### config.mk
export PLATFORM = sky130hd
export DESIGN_NAME = sram_burst_master
export DESIGN_NICKNAME = d
export VERILOG_FILES = /design/src/rtl/sram_master_pkg.sv /design/src/rtl/sram_addr_gen.sv /design/src/rtl/sram_burst_master.sv
export SDC_FILE = /design/constraint.sdc
export NUM_CORES = 1
export LEC_CHECK = 0
export CORE_UTILIZATION = 47
export DETAILED_ROUTE_END_ITERATION = 6
export PLACE_DENSITY = 0.81
export SLEW_MARGIN = 40
export SYNTH_ARGS = -nofsm -noshare
export SYNTH_HDL_FRONTEND = slang
export SYNTH_SLANG_ARGS = --single-unit
### constraint.sdc
create_clock -name clk -period 2.5 [get_ports clk]
set_input_delay 0.5 -clock clk [delete_from_list [all_inputs] [get_ports clk]]
set_output_delay 0.5 -clock clk [all_outputs]
set_load 0.03 [all_outputs]
### src/rtl/sram_master_pkg.sv
`default_nettype none
// ============================================================================
// Module : sram_master_pkg
// Brief  : Shared widths, FSM state encoding and beat-count helper for the
//          sRAM burst master.
// Rev    : 1.0  initial release
// ============================================================================
package sram_master_pkg;

    localparam int unsigned c_AW = 8;
    localparam int unsigned c_DW = 8;
    localparam int unsigned c_LW = 4;

    typedef enum logic [1:0] {
        ST_IDLE  = 2'd0,
        ST_WRITE = 2'd1,
        ST_READ  = 2'd2,
        ST_FLUSH = 2'd3
    } state_t;

    // Length field encodes beats-1, so all-ones yields the full 2**LW beats.
    function automatic int unsigned beat_count(input int unsigned len);
        return len + 1;
    endfunction

endpackage
`default_nettype wire

### src/rtl/sram_addr_gen.sv
`default_nettype none
// ============================================================================
// Module : sram_addr_gen
// Brief  : Burst address walker; loads base/length on accept, advances one
//          word per beat (wrapping mod 2**AW) and flags the final beat.
// Rev    : 1.0  initial release
// ============================================================================
module sram_addr_gen
    import sram_master_pkg::*;
#(
    parameter int unsigned AW = c_AW,
    parameter int unsigned LW = c_LW
) (
    input  logic          clk,
    input  logic          rst,
    input  logic          load,
    input  logic          step,
    input  logic [AW-1:0] base,
    input  logic [LW-1:0] len,
    output logic [AW-1:0] addr,
    output logic          last
);

    localparam int unsigned c_CW = LW + 1;

    logic [AW-1:0]   r_addr;
    logic [c_CW-1:0] r_remain;

    always_ff @(posedge clk) begin
        if (rst) begin
            r_addr   <= '0;
            r_remain <= '0;
        end else if (load) begin
            r_addr   <= base;
            r_remain <= c_CW'(beat_count(32'(len)));
        end else if (step) begin
            r_addr   <= r_addr + AW'(1);
            r_remain <= r_remain - c_CW'(1);
        end
    end

    assign addr = r_addr;
    assign last = (r_remain == c_CW'(1));

endmodule
`default_nettype wire

### src/rtl/sram_burst_master.sv
`default_nettype none
// ============================================================================
// Module : sram_burst_master
// Brief  : Initiator for a single-port sRAM with 1-cycle registered read;
//          sequences single/burst fill-writes and reads, streams read data.
// Rev    : 1.0  initial release
// ============================================================================
module sram_burst_master
    import sram_master_pkg::*;
#(
    parameter int unsigned AW = c_AW,
    parameter int unsigned DW = c_DW,
    parameter int unsigned LW = c_LW
) (
    input  logic          clk,
    input  logic          rst,
    input  logic          cmd_valid,
    output logic          cmd_ready,
    input  logic          cmd_wr,
    input  logic [AW-1:0] cmd_addr,
    input  logic [LW-1:0] cmd_len,
    input  logic [DW-1:0] cmd_wdata,
    output logic          rsp_valid,
    output logic [DW-1:0] rsp_data,
    output logic          done,
    output logic          busy,
    output logic          mem_en,
    output logic          mem_rd,
    output logic          mem_wt,
    output logic [AW-1:0] mem_add,
    output logic [DW-1:0] mem_din,
    input  logic [DW-1:0] mem_dout
);

    state_t        r_state;
    state_t        w_state_nxt;
    logic          r_flush;
    logic [DW-1:0] r_wdata;
    logic [1:0]    r_rd_pipe;
    logic [DW-1:0] r_rsp_data;
    logic          r_done;

    logic          w_accept;
    logic          w_step;
    logic          w_last;
    logic          w_done_nxt;
    logic [AW-1:0] w_addr;

    sram_addr_gen #(
        .AW (AW),
        .LW (LW)
    ) u_addr_gen (
        .clk  (clk),
        .rst  (rst),
        .load (w_accept),
        .step (w_step),
        .base (cmd_addr),
        .len  (cmd_len),
        .addr (w_addr),
        .last (w_last)
    );

    always_ff @(posedge clk) begin
        if (rst) begin
            r_state <= ST_IDLE;
            r_flush <= 1'b0;
        end else begin
            r_state <= w_state_nxt;
            r_flush <= (r_state == ST_FLUSH) ? ~r_flush : 1'b0;
        end
    end

    always_comb begin
        w_state_nxt = r_state;
        cmd_ready   = 1'b0;
        mem_en      = 1'b0;
        mem_rd      = 1'b0;
        mem_wt      = 1'b0;
        mem_add     = '0;
        mem_din     = '0;
        w_accept    = 1'b0;
        w_step      = 1'b0;
        w_done_nxt  = 1'b0;
        case (r_state)
            ST_IDLE: begin
                cmd_ready = 1'b1;
                if (cmd_valid) begin
                    w_accept    = 1'b1;
                    w_state_nxt = cmd_wr ? ST_WRITE : ST_READ;
                end
            end
            ST_WRITE: begin
                mem_en  = 1'b1;
                mem_wt  = 1'b1;
                mem_add = w_addr;
                mem_din = r_wdata;
                w_step  = 1'b1;
                if (w_last) begin
                    w_state_nxt = ST_IDLE;
                    w_done_nxt  = 1'b1;
                end
            end
            ST_READ: begin
                mem_en  = 1'b1;
                mem_rd  = 1'b1;
                mem_add = w_addr;
                w_step  = 1'b1;
                if (w_last) begin
                    w_state_nxt = ST_FLUSH;
                end
            end
            ST_FLUSH: begin
                // Two drain cycles; done lands with the final read response.
                if (r_flush) begin
                    w_state_nxt = ST_IDLE;
                end else begin
                    w_done_nxt = 1'b1;
                end
            end
            default: begin
                w_state_nxt = ST_IDLE;
            end
        endcase
    end

    // Read issue -> sRAM output stage -> captured response stage.
    always_ff @(posedge clk) begin
        if (rst) begin
            r_wdata    <= '0;
            r_rd_pipe  <= '0;
            r_rsp_data <= '0;
            r_done     <= 1'b0;
        end else begin
            if (w_accept) begin
                r_wdata <= cmd_wdata;
            end
            r_rd_pipe <= {r_rd_pipe[0], mem_rd};
            if (r_rd_pipe[0]) begin
                r_rsp_data <= mem_dout;
            end
            r_done <= w_done_nxt;
        end
    end

    assign busy      = ~cmd_ready;
    assign rsp_valid = r_rd_pipe[1];
    assign rsp_data  = r_rsp_data;
    assign done      = r_done;

endmodule
`default_nettype wire

# Yosys cells after proc, flatten, opt, wreduce, memory -nomap -nowiden
# Index checks and enable logic that the tools add are counted.
op_classes:
  addsub: 3
  eq_ne: 8
  mux: 21
  bitwise_logic: 3
  reduce_logical: 5
op_table:
  columns: ["op", "count"]
  rows:
  - ["8-bit 2-to-1 mux", 4]
  - ["2-bit 2-to-1 mux", 5]
  - ["5-bit 2-to-1 mux", 2]
  - ["8-bit by 1-bit adder with 8-bit output, second input constant", 1]
  - ["1-bit 2-to-1 mux", 8]
  - ["2-bit case mux with 4 select lines", 1]
  - ["4-bit by 1-bit adder with 5-bit output, second input constant", 1]
  - ["5-bit by 1-bit equality test with 1-bit output, second input constant", 1]
  - ["5-bit by 1-bit subtractor with 5-bit output, second input constant", 1]
  - ["2-bit equality test, second input constant", 2]
  - ["2-bit by 1-bit != test with 1-bit output, second input constant", 2]
  - ["2-bit != test, second input constant", 2]
  - ["4-bit AND reduction", 1]
  - ["2-bit OR reduction", 2]
  - ["1-bit NOT", 3]
  - ["2-bit by 1-bit equality test with 1-bit output, second input constant", 1]
  - ["2-bit zero test", 1]
  - ["1-bit case mux with 2 select lines", 1]
  - ["2-bit nonzero test", 1]
word_totals:
  ff_bits: 35
  input_bits: 32
  output_inout_bits: 31
  elab_cells: 48

# Logic depth before layout (Yosys ltp)
depth:
  word_depth: 5
  mapped_depth: 7

# By module
# From an unflattened synthesis, not the netlist that was laid out.
hier_totals:
  cells_unflattened: 198
  hier_area_um2: 1765.4
modules_own_cells:
  columns: ["mod", "instances", "cells_each", "area_each_um2", "seq_area_each_um2"]
  rows:
  - ["sram_burst_master", 1, 110, 999.7, 440.4]
  - ["sram_addr_gen", 1, 88, 765.7, 260.2]

# Worst setup path before layout
# OpenSTA, ideal clock, no wires.
synth_timing:
  path_kind: "register to output"
  startpoint: "register r_state[1]"
  endpoint: "output port mem_add[0]"
  t_arrival_ns: 1.613
  setup_slack_ns: 0.387
  path_stages_with_launch: 6
  path_buffers: 2
  cell_sequence: "dfxtp_1 -> inv_1 -> ha_1 -> buf_6 -> clkbuf_1 -> and2_1"
synth_between:
  elab_chain_len: 3
synth_rtl:
  columns: ["element", "line_no", "rtl"]
  rows:
  - ["start, declared", "sram_burst_master.sv:35", "state_t r_state;"]
  - ["start signal, assigned", "sram_burst_master.sv:68", "r_state <= w_state_nxt;"]
  - ["2-bit equality test or 2-bit by 1-bit equality test with 1-bit output (tied branches)", "sram_burst_master.sv:84", "case (r_state)"]
  - ["2-bit OR reduction (no line) (*)", null, null]
  - ["8-bit 2-to-1 mux (*)", "sram_burst_master.sv:84", null]
  - ["end, declared", "sram_burst_master.sv:30", "output logic [AW-1:0] mem_add,"]
# Every way passes the cells marked *; elsewhere a longest branch is shown, timed or not.

# Worst setup path after layout
layout_timing:
  startpoint: "register r_state[1]"
  endpoint: "output port mem_add[1]"
# The elaborated chain is that of the path after synthesis.

==> results.yml <==
hold_path:
  holdCritPathClass: "reg -> reg"
pwr:
  cellPowerDensity_mw_per_mm2: 958
  ir_drop_mv: 0.503
  leakage_uw: 0.00111
detailed_routing:
  drt_iter0_markers: 33
  viasPerCell: 4.83
  wl_per_cell_um: 12.0
  via_count: 1453
  antenna_left: 0
  routed_wl_um: 3630
  first_pass_iters: 4
  drcViolationCount: 0
synth:
  ys_seq_area_frac: 0.409
  syn_nets: 232
  synth-edff-count: 0
  syn_area_per_cell_um2: 8.96
  ys_warn_count: 0
  mappedNetlistArea_mm2: 0.00171
  syn_inst: 191
  ys_async_sr_fraction: 0
  synth_ff_type: "dfxtp_1"
  synth.area.top_cells: "dfxtp_1 (41%), ha_1 (6.6%), mux2i_1 (6.4%)"
  ys_types: 32
  synth_seq_cells: 35
  yosys.area.top_type_share: 0.409
  synth.largest_area_cell: "dfxtp_1"
floorplan:
  start_util: 0.501
  die_x_um: 62.3
  ioPinCount: 63
  fp.dieH_um: 62.3
  core_area_mm2: 0.00342
  rows: 21
  die_area_mm2: 0.00389
grt:
  grt_pass1_vias: 1384
  antenna_found_initial: 0
  grt_max_degree: 31
  grt_overflow_total: 0
  track_usage: 0.198
  grt_pass1_wl_um: 6060
worst_setup_path:
  critPathArrivalTime_ns: 1.83
  critPathMaxFanout: 13
  worstSetupStartpointType: "flop"
  crit_required_ns: 2.00
  end_kind: "primary output"
  crit_type: "reg -> out"
clock_network:
  post-cts-setup-buffer-count: 0
  htree_levels: 2
  cts-buffers-inserted: 5
  clock_sinks: 35
  cts_tree: "yes"
  clkTransAtPathRegs_ns: 0.10
  clock_path_buffers: 2
  root_buffer: "clkbuf_4"
  clk_latency_ns: 0.33
timing:
  tightest_slew_ns: 0.483
  period_share: 0.932
  rsz0062_at_grt: "false"
  hold_ws_ns: 0.457
  finalSetupTns_ns: 0
  finalHoldViolCount: 0
  clock_skew_ns: 0.00800
  maxSlewHeadroom: 0.678
  drv_slew: 0
  setup_viol: 0
  period_minus_slack_ns: 2.33
  max_freq_ghz: 0.429
cells_and_area:
  synthToLayoutAreaGrowth_pct: 42.8
  antenna_cells: 0
  layout_common_cells: "clkdlybuf4s50_1 (45), dfxtp_1 (35), nand2_1 (24), nor2_1 (24), and2_1 (17)"
  final_common_cell: "clkdlybuf4s50_1"
  nets: 295
  drive_gt1_frac: 0.0706
placement:
  place.gp.congestion: 0.721
  port_buffers: 62
  hpwl_um: 2640
flow_run:
  maxCapViolCount: 0
status:
  status: "completed"
area by class of cell:
type | count | area, µm²
Clock buffer | 8 | 68.8
Fill cell | 283 | 972
Inverter | 5 | 18.8
Multi-Input combinational cell | 140 | 931
Sequential cell | 35 | 701
Tap cell | 46 | 57.6
Timing Repair Buffer | 67 | 667
synthesized netlist by cell type (all sizes together) (5+ instances only):
cell,n
a211oi,7
a21oi,10
and2,17
buf,5
clkbuf,6
dfxtp,35
ha,9
inv,5
mux2i,11
nand2,24
nor2,24
xor2,6
critical path: stages (launching register included):
cell	delay [ns]
dfxtp_1	0.39
inv_1	0.10
ha_2	0.48
and2_1	0.16
dlygate4sd2_1	0.39
state kept, by name, summed over array words and instances (netlist names):
name / flops
done: 1
r_rd_pipe: 2
r_flush: 1
u_addr_gen.addr: 8
r_wdata: 8
r_state: 2
u_addr_gen.r_remain: 5
rsp_data: 8
worst paths after layout:
kind                   start            endpoint  slack, ns  cells past startpoint
setup / recovery  r_state[1]          mem_add[1]       0.17                      4
hold / removal    r_wdata[6]          r_wdata[6]       0.46                      2
setup reg to reg  r_state[1]  u_addr_gen.addr[6]       0.65                      5
hold reg to reg   r_wdata[6]          r_wdata[6]       0.46                      2
stage by stage:
stage / setup slack (ns) / instance area [µm²] / power, µW / cells / util
final: 0.169 / 2440 / 2340 / 301 / 0.715
after floorplan: 0.387 / 1710 / 1670 / 191 / -
after detailed placement: 0.162 / 2360 / 2040 / 293 / 0.691
after global placement: 0.209 / 2360 / 2020 / 293 / 0.691
after CTS: 0.0445 / 2420 / 2360 / 301 / 0.710
after global routing: 0.0463 / 2440 / 2510 / 301 / 0.715
what timing repair did:
action | 4_1_cts | 5_1_grt
pin swaps | 0 | 0
hold buffers | 0 | 0
setup endpoints to repair | 17 | 8
resized for setup | 11 | 8
power by group:
part | leakage [µW] | switching [µW] | internal (µW)
clock | 0.0000386 | 178 | 165
sequential | 0.000287 | 136 | 695
combinational | 0.000781 | 645 | 522
total | 0.00111 | 959 | 1380
logic make-up (layout without fill, tap and decap cells):
kind of cell             count (synthesis)  count (layout)  synth area share
AND/OR/NAND/NOR                         81              81             0.246
flip-flops                              35              35             0.409
adder cells (fa/ha/maj)                  9               9            0.0658
buffers and inverters                   16              80            0.0497
multiplexers                            12              12            0.0709
XOR/XNOR                                10              10            0.0512
AO/OA/AOI/OAI                           28              28             0.107
routing by layer:
layer / share of wire / vias to the layer above / global-route usage
li1: - / 772 / -
met1: 0.46 / 640 / 0.227
met2: 0.48 / 34 / 0.353
met3: 0.038 / 7 / 0.0404
met4: 0.020 / 0 / 0.0872
met5: 0 / - / 0
(Power assumes the default switching activity.)
==> RTL edit, RTL diff (same flow settings) <==
The package constant `c_LW` goes from 4 to 6.
--- a/src/rtl/sram_master_pkg.sv
+++ b/src/rtl/sram_master_pkg.sv
@@ -11,3 +11,3 @@
     localparam int unsigned c_DW = 8;
-    localparam int unsigned c_LW = 4;
+    localparam int unsigned c_LW = 6;
 
Ports: changed (resized cmd_len); port bits go from 63 to 65. The function was not compared with the original's and may differ.
==> RTL edit against the original RTL <==
- synthesized area grew 6.4%
- sequential cell count is 2 higher
- critical path depth stayed put
- worst setup slack got worse by 12 ps
- highest routed layer unchanged
- register-to-register slack worse by 280 ps
- power up 6.4%
- fmax fell by 0.51%
- wire length is 16% higher
- clock power is 77% higher
- largest cell class unchanged
- combinational power shrank 16%
- via count up 12%
- final area up 8.2%
==> RTL edit: results (changes against the original RTL) <==
Parameter                              Value

Setup path
  Maximum fanout count along the critical path ... 11 (-2)
  Capture point of the worst path ... mem_add[5]
  Slowest cell on crit path ... sky130_fd_sc_hd__ha_1
  Endpoint of the lowest-slack register-to-register path ... u_addr_gen.r_remain[5]$_SDFFE_PP0P_

Timing
  Achievable clock frequency ... 0.427 GHz (-0.51%)
  Max-Slew Margin vs Limit ... 67.8% (+0.071 points)
  Final-layout worst hold slack ... 454 ps (-2.60 ps)

Cells and area
  # clk buffers ... 5 (-3)
  Multi-Input Combinational ... 154 (+10%)
  Register share of the cell area ... 28.0% (-0.66 points)
  Layout filler cell count ... 314 (+11%)
  Multi-input logic area ... 0.00102 mm^2 (+10%)

Clock network
  Clock transition at the registers of the reported paths ... 70 ps (-30 ps)

Route
  Amount of wire on met3 after detailed routing ... 181 um (+30%)
  Met2 layer wire length in the routed design ... 2.04 mm (+18%)
  Via density ... 5.07 (+5.1%)

Placement
  Dpl ws ... 269 ps (+106 ps)
  Placed cell count ... 312 (+6.5%)
  Total of buffers placed on input and output ports ... 64 (+3.2%)
  Half-perimeter wire length after placement ... 2.94 mm (+11%)
  Cell area after placement ... 0.00250 mm^2 (+6.0%)

Power
  Proportion of power drawn by flip-flops and latches ... 36.1% (+0.6 points)
  Switching Fraction ... 36.3% (-4.7 points)

Yosys
  Ranking of synthesized cells by area ... sky130_fd_sc_hd__dfxtp_1 41%, sky130_fd_sc_hd__and2_1 6.2%, sky130_fd_sc_hd__ha_1 6.2%, sky130_fd_sc_hd__mux2i_1 5.5%, sky130_fd_sc_hd__a211oi_1 4.9%
  Post-synth net total ... 250 (+7.8%)

GRT
  Met3 track demand over resource in global routing ... 5.18% (+1.1 points)
  Maximum number of pins on one net before global-route repair ... 38 (+23%)
  Met2 layer usage reported by global route ... 36.6% (+1.3 points)

Run status
  Run status ... finished clean

Hold path
  Start point of the worst min-delay path ... r_wdata[5]$_SDFFE_PP0P_
RTL edit: cell types whose count changed in the layout (fill, tap and decap cells not counted), moves of 3 or more:
| cell | change |
|---|---|
| sky130_fd_sc_hd__a211oi_1 | +5 |
| sky130_fd_sc_hd__clkbuf_4 | -5 |
| sky130_fd_sc_hd__clkbuf_8 | +3 |
| sky130_fd_sc_hd__clkdlybuf4s50_1 | +9 |
| sky130_fd_sc_hd__dlymetal6s2s_1 | -6 |
| sky130_fd_sc_hd__nand3_1 | +4 |
| sky130_fd_sc_hd__nor3_1 | +3 |
| sky130_fd_sc_hd__xnor2_1 | +3 |
RTL edit: logic make-up after synthesis:
family	share of synthesized area, %
AND/OR/NAND/NOR	24.8
flip-flops	40.7
AO/OA/AOI/OAI	11.9
buffers and inverters	3.71
XOR/XNOR	7.22
multiplexers	5.50
adder cells (fa/ha/maj)	6.19
